$ cat src/rtl/ser_pkg.sv
// ser_pkg: state encodings and default width for bit_serializer.
// The PAR state exists only when SER_PARITY_EN is defined.
package ser_pkg;

    localparam int SER_DATA_W_DEF = 8;

`ifdef SER_PARITY_EN
    typedef enum logic [1:0] {
        ST_IDLE  = 2'b00,
        ST_SHIFT = 2'b01,
        ST_PAR   = 2'b10
    } ser_state_t;
`else
    typedef enum logic [1:0] {
        ST_IDLE  = 2'b00,
        ST_SHIFT = 2'b01
    } ser_state_t;
`endif

endpackage

$ cat src/rtl/ser_hold_reg.sv
// ser_hold_reg: one-word holding register in front of the shifter.
// A word is taken on data_valid && data_ready; load empties the slot when
// the shifter takes the word. Accept sets the flag, load clears it.
module ser_hold_reg #(
    parameter int DATA_W = 8
) (
    input  logic              clk,
    input  logic              rst,
    input  logic [DATA_W-1:0] data_in,
    input  logic              data_valid,
    input  logic              load,
    output logic [DATA_W-1:0] hold_data,
    output logic              hold_full,
    output logic              data_ready
);

    logic [DATA_W-1:0] hold_q, hold_d;
    logic              full_q, full_d;
    logic              accept;

    assign data_ready = !full_q;
    assign accept     = data_valid && data_ready;
    assign hold_data  = hold_q;
    assign hold_full  = full_q;

    // Next slot contents: load clears first, a new accept then sets.
    always_comb begin
        hold_d = hold_q;
        full_d = full_q;
        if (load) full_d = 1'b0;
        if (accept) begin
            hold_d = data_in;
            full_d = 1'b1;
        end
    end

    // Slot registers; reset discards any held word.
    always_ff @(posedge clk or negedge rst) begin
        if (!rst) begin
            hold_q <= '0;
            full_q <= 1'b0;
        end else begin
            hold_q <= hold_d;
            full_q <= full_d;
        end
    end

endmodule

$ cat src/rtl/bit_serializer.sv
// bit_serializer: parallel-to-serial front end, MSB first, one bit per clock,
// registered outputs, zero-gap streaming from a one-word holding register.
// Optional: define SER_PARITY_EN to append an even-parity bit to each frame.
module bit_serializer
    import ser_pkg::*;
#(
    parameter int DATA_W = SER_DATA_W_DEF
) (
    input  logic              clk,
    input  logic              rst,
    input  logic [DATA_W-1:0] data_in,
    input  logic              data_valid,
    output logic              data_ready,
    output logic              bit_out,
    output logic              bit_valid,
    output logic              frame_done,
    output logic              busy
);

    localparam int CNT_W = $clog2(DATA_W);
    // cnt is one bit wider so the "all bits presented" value fits without wrap.
    localparam logic [CNT_W:0] CNT_LAST = (CNT_W+1)'(DATA_W);
`ifndef SER_PARITY_EN
    localparam logic [CNT_W:0] CNT_PEN  = (CNT_W+1)'(DATA_W-1);
`endif

    ser_state_t        state_q, state_d;
    logic [CNT_W:0]    cnt_q, cnt_d;
    logic [DATA_W-1:0] sreg_q, sreg_d;
    logic              bit_out_q, bit_out_d;
    logic              bit_valid_q, bit_valid_d;
    logic              frame_done_q, frame_done_d;
    logic              load, end_frame;
    logic [DATA_W-1:0] hold_data;
    logic              hold_full;
    logic [CNT_W-1:0]  idx;

    ser_hold_reg #(.DATA_W(DATA_W)) u_hold (
        .clk        (clk),
        .rst        (rst),
        .data_in    (data_in),
        .data_valid (data_valid),
        .load       (load),
        .hold_data  (hold_data),
        .hold_full  (hold_full),
        .data_ready (data_ready)
    );

    // Bit position presented next; the word stays intact in sreg (needed for parity).
    assign idx = CNT_W'(DATA_W-1) - cnt_q[CNT_W-1:0];

    // FSM, counter and output bit selection.
    always_comb begin
        state_d      = state_q;
        cnt_d        = cnt_q;
        sreg_d       = sreg_q;
        bit_out_d    = 1'b0;
        bit_valid_d  = 1'b0;
        frame_done_d = 1'b0;
        load         = 1'b0;
        end_frame    = 1'b0;

        case (state_q)
            ST_IDLE: begin
                if (hold_full) load = 1'b1;
            end
            ST_SHIFT: begin
                if (cnt_q < CNT_LAST) begin
                    bit_out_d   = sreg_q[idx];
                    bit_valid_d = 1'b1;
                    cnt_d       = cnt_q + 1'b1;
`ifndef SER_PARITY_EN
                    frame_done_d = (cnt_q == CNT_PEN);
`endif
                end else begin
`ifdef SER_PARITY_EN
                    state_d      = ST_PAR;
                    bit_out_d    = ^sreg_q;
                    bit_valid_d  = 1'b1;
                    frame_done_d = 1'b1;
`else
                    end_frame = 1'b1;
`endif
                end
            end
`ifdef SER_PARITY_EN
            ST_PAR: begin
                end_frame = 1'b1;
            end
`endif
            default: state_d = ST_IDLE;
        endcase

        // End of frame: chain straight into the held word, else go idle.
        if (end_frame) begin
            if (hold_full) load = 1'b1;
            else           state_d = ST_IDLE;
        end

        // Load presents the MSB on the same edge, so no idle gap between words.
        if (load) begin
            sreg_d      = hold_data;
            bit_out_d   = hold_data[DATA_W-1];
            bit_valid_d = 1'b1;
            cnt_d       = (CNT_W+1)'(1);
            state_d     = ST_SHIFT;
        end
    end

    // State and registered outputs; reset aborts any frame in flight.
    always_ff @(posedge clk or negedge rst) begin
        if (!rst) begin
            state_q      <= ST_IDLE;
            cnt_q        <= '0;
            sreg_q       <= '0;
            bit_out_q    <= 1'b0;
            bit_valid_q  <= 1'b0;
            frame_done_q <= 1'b0;
        end else begin
            state_q      <= state_d;
            cnt_q        <= cnt_d;
            sreg_q       <= sreg_d;
            bit_out_q    <= bit_out_d;
            bit_valid_q  <= bit_valid_d;
            frame_done_q <= frame_done_d;
        end
    end

    assign bit_out    = bit_out_q;
    assign bit_valid  = bit_valid_q;
    assign frame_done = frame_done_q;
    assign busy       = (state_q != ST_IDLE) || hold_full;

endmodule

$ cat config.mk
export PLATFORM = sky130hd
export DESIGN_NAME = bit_serializer
export DESIGN_NICKNAME = d
export VERILOG_FILES = /design/src/rtl/ser_pkg.sv /design/src/rtl/ser_hold_reg.sv /design/src/rtl/bit_serializer.sv
export SDC_FILE = /design/constraint.sdc
export NUM_CORES = 1
export LEC_CHECK = 0
export CAP_MARGIN = 30
export CORE_UTILIZATION = 25
export CTS_CLUSTER_DIAMETER = 200
export DETAILED_ROUTE_END_ITERATION = 8
export PLACE_DENSITY = 0.53
export SETUP_SLACK_MARGIN = 0.3
export SYNTH_ARGS = -nofsm -noshare
export SYNTH_HDL_FRONTEND = slang
export SYNTH_HIERARCHICAL = 1
export SYNTH_SLANG_ARGS = --single-unit
$ cat constraint.sdc
create_clock -name clk -period 3.3 [get_ports clk]
set_input_delay 0.495 -clock clk [delete_from_list [all_inputs] [get_ports clk]]
set_output_delay 0.495 -clock clk [all_outputs]
set_load 0.1 [all_outputs]
==> reports/metrics.sh <==
RUN_STATUS='completed'
SEQ_AREA_FRAC_SYNTH_PCT=58.2
CRITICAL_PATH_CLASS='register to primary output'
SYNTH-XOR-AREA-SHARE_PCT=0
DIE_W_UM=68.9
POST-SYNTH-TOP-AREA-FRACTION_PCT=58.2
FIN_CRIT_NS=2.54
FIRSTDRTPASSITERS=4
CTS_ROOT_BUF='sky130_fd_sc_hd__clkbuf_8'
YOSYS_WARNINGS=6
UTILIZATION_PCT=33.2
SYN_NETS=89
MAX_FREQ_MHz=394
SYNTH-EDFF-COUNT=0
SYNTH.AREA.MUX_SHARE_PCT=25.3
YOSYSTOPAREACELL='sky130_fd_sc_hd__dfrtp_1'
POWER.STATIC_LEAKAGE_nW=0.621
TRITONCTS='built'
SYNTH_CELLS=77
DIE_AREA_UM2=4740
FIN_HOLD_WS_NS=0.514
LARGEST_NET_DEGREE_AT_THE_START_OF_GLOBAL_ROUTING=27
PEAKVDDDROP_uV=488
CTS_MAX_PATH_BUFFERS=2
SYNTHESIZED_AREA_FRACTION_OCCUPIED_BY_AO_OA_AOI_AND_OAI_CELLS_PCT=3.47
SYNTH_TOP_FAMILY_BY_AREA='multiplexers'
CRITICAL_PATH.MAX_STAGE_DELAY_NS=0.98
SYNTH_SIMPLE_GATE_AREA_SHARE_PCT=7.39
START_UTIL_PCT=27.0
FINALSETUPVIOLCOUNT=0
DRTITER0DRC=14
LAYOUT_COMMON_CELLS='26 x sky130_fd_sc_hd__dfrtp_1, 14 x sky130_fd_sc_hd__clkdlybuf4s50_1, 8 x sky130_fd_sc_hd__mux2_2, 8 x sky130_fd_sc_hd__mux2_4'
PLACEMENT_ROWS=23
CTS_REPAIR_RESIZES=0
CP.BUFFERS_INVERTERS=1
GRT_PASS1_WL_MM=3.22
END_KIND='primary output'
FINALWEIGHTEDCONGESTION=0.743
CP_DATA_REQUIRED_TIME_NS=2.80
ROUTEDWLPERCELL_UM=12.4
WORST_PATH_DOMINANT_CELL_FAMILY='buffers and inverters'
ASYNCSETRESETFLOPFRACSYNTH_PCT=100
GR_USAGE_TOTAL_PCT=9.67
POST_DRT_VIA_CELL_RATIO=4.38
FIRST_GLOBAL_VIAS=677
SYN-CELL-AREA_UM2=1120
CLK_LATENCY_WORST_SKEW_PAIR_NS=0.27
POSTROUTEANTENNANETS=0
LAYOUT_WORST_PATH_CYCLE_SHARE_PCT=77.0
GLOBAL_ROUTE.OVERFLOW_TOTAL=0
TIGHTEST_SLEW_NS=0.970
DOMINANTREGCELLSYNTH='sky130_fd_sc_hd__dfrtp_1'
IO_BUFFERS=15
CP.ARRIVAL_NS=2.05
WORSTPATHMAXFANOUT=4
CTS.REPORTEDPATHS.CLKPINSLEW_NS=0.09
GRT_SETUP_UNREPAIRED='false'
FINISH.NET_COUNT=109
SKEW_NS=0.00135
TRITONCTS_NUM_SINKS=26
POST_SYNTH_FA_HA_MAJ_AREA_FRACTION_PCT=1.12
CRITICAL_PATH.SLOWEST_CELL='sky130_fd_sc_hd__clkdlybuf4s50_1'
PLACED_WIRE_LENGTH_ESTIMATE_MM=1.33
TIMING_MAX_TRANSITION_VIOLATIONS_FINAL=0
LAYOUT.CELL_AREA.NON_FILLER_UM2=1380
ROUTE.FINAL.WIRE_LENGTH_MM=1.81
INITIAL_ANTENNA_VIOLATION_COUNT=0
AVGSYNTHCELLAREA_UM2=14.5
IO_PINS=16
WORSTSETUPSTARTPOINTTYPE='register'
POST_SYNTH_NUM_CELL_TYPES=26
SYNTHESIZED_FLOP_AND_LATCH_TOTAL=26
CORE_AREA_UM2=4140
CAP_VIOL_MAX_COUNT=0
CTS_BUFFERS=3
DETAIL_ROUTE.DRC_VIOLATIONS=0
POST-CTS-SETUP-BUFFERS=0
POST_ROUTE_CELLS_DRIVE_ABOVE_1_SHARE_PCT=27.1
DR_TOTAL_VIAS=639
MAXSLEWHEADROOM_PCT=35.1
PLACED_AREA_UM2=1320
ENDPOINTS_FAILING_HOLD=0
TOTALNEGATIVESETUPSLACK_NS=0
LAYOUT-AREA-OVERHEAD-VS-SYNTH_PCT=23.3
FILLER_CELL_COUNT=423
HP-CLASS='register to register'
NETLIST_TOP_CELLS_AREA='sky130_fd_sc_hd__dfrtp_1 58%, sky130_fd_sc_hd__mux2_4 11%, sky130_fd_sc_hd__mux2_2 8.1%'
DIE_HEIGHT_UM=68.9
HOLDBUFCOUNTCTS=0
NUM_ANTENNA_CELLS=0
MOST_COMMON_LIBRARY_CELL_IN_THE_LAYOUT_IGNORING_FILL_AND_TAPS='sky130_fd_sc_hd__dfrtp_1'
TIMING.CRITICAL_PATH.CELLS='or3_1 -> clkdlybuf4s50_1'
P_PER_AREA_nW_PER_UM2=928
CTS_HTREE_LEVELS=1
[kinds of logic (layout without fill, tap and decap cells)]
family / count (synthesis) / in the layout
compound gates: 5 / 5
mux: 22 / 22
other cells: 1 / 1
buf+inv: 8 / 27
flops: 26 / 26
fa+ha+maj: 1 / 1
simple gates: 14 / 14
[power breakdown]
part / switching, mW / internal [mW] / total (mW)
clock network: 0.0976 / 0.107 / 0.204
logic: 0.258 / 0.259 / 0.517
registers: 0.100 / 0.458 / 0.558
total: 0.456 / 0.823 / 1.28
[worst paths after layout]
kind / startpoint / endpoint / slack, ns / cells past startpoint
min reg2reg: sreg_q[4] / sreg_q[4] / 0.51 / 1
max in group asynchronous: rst / cnt_q[0] / 2.47 / 2
max: u_hold/hold_full / busy / 0.76 / 2
min in group asynchronous: rst / u_hold/hold_data[7] / 0.58 / 2
min: sreg_q[4] / sreg_q[4] / 0.51 / 1
max reg2reg: state_q[1] / sreg_q[6] / 1.54 / 4
[layout make-up]
class / instances / area, um^2 / share of cell area [%]
Clock buffer: 4 / 55.1 / 4.00
Inverter: 5 / 18.8 / 1.36
Multi-Input combinational cell: 43 / 420 / 30.5
Sequential cell: 26 / 651 / 47.2
Tap cell: 50 / 62.6 / 4.54
Timing Repair Buffer: 18 / 170 / 12.4
[synth_stat cells, types with 2 or more instances]
cell type / n
sky130_fd_sc_hd__mux2_4: 8
sky130_fd_sc_hd__mux2_2: 8
sky130_fd_sc_hd__dfrtp_1: 26
sky130_fd_sc_hd__nand2_1: 2
sky130_fd_sc_hd__buf_6: 2
sky130_fd_sc_hd__inv_1: 5
sky130_fd_sc_hd__a32o_1: 2
sky130_fd_sc_hd__mux2i_1: 5
sky130_fd_sc_hd__nand2b_1: 2
[sequential cells by signal, summed over array words and instances, names as in the netlist]
| name | cells |
|---|---|
| sreg_q | 8 |
| u_hold/hold_data | 8 |
| cnt_q | 4 |
| state_q | 2 |
| bit_out | 1 |
| bit_valid | 1 |
| frame_done | 1 |
| u_hold/hold_full | 1 |
[routing by layer]
layer | track usage [%] | up-vias | part of all wire, %
met4 | 8.42 | 0 | 3.7
li1 | - | 304 | -
met3 | 2.63 | 7 | 3.6
met1 | 12.3 | 313 | 47
met5 | 0 | - | 0
met2 | 13.3 | 15 | 46
[stage by stage]
step	power, mW	std cells	worst slack [ns]
after CTS	1.29	146	0.743
after global placement	1.07	141	1.09
final	1.28	146	0.759
after global routing	1.37	146	0.698
after detailed placement	1.09	142	1.05
after floorplan	0.977	77	1.66
Power figures use the tool's default switching activity.
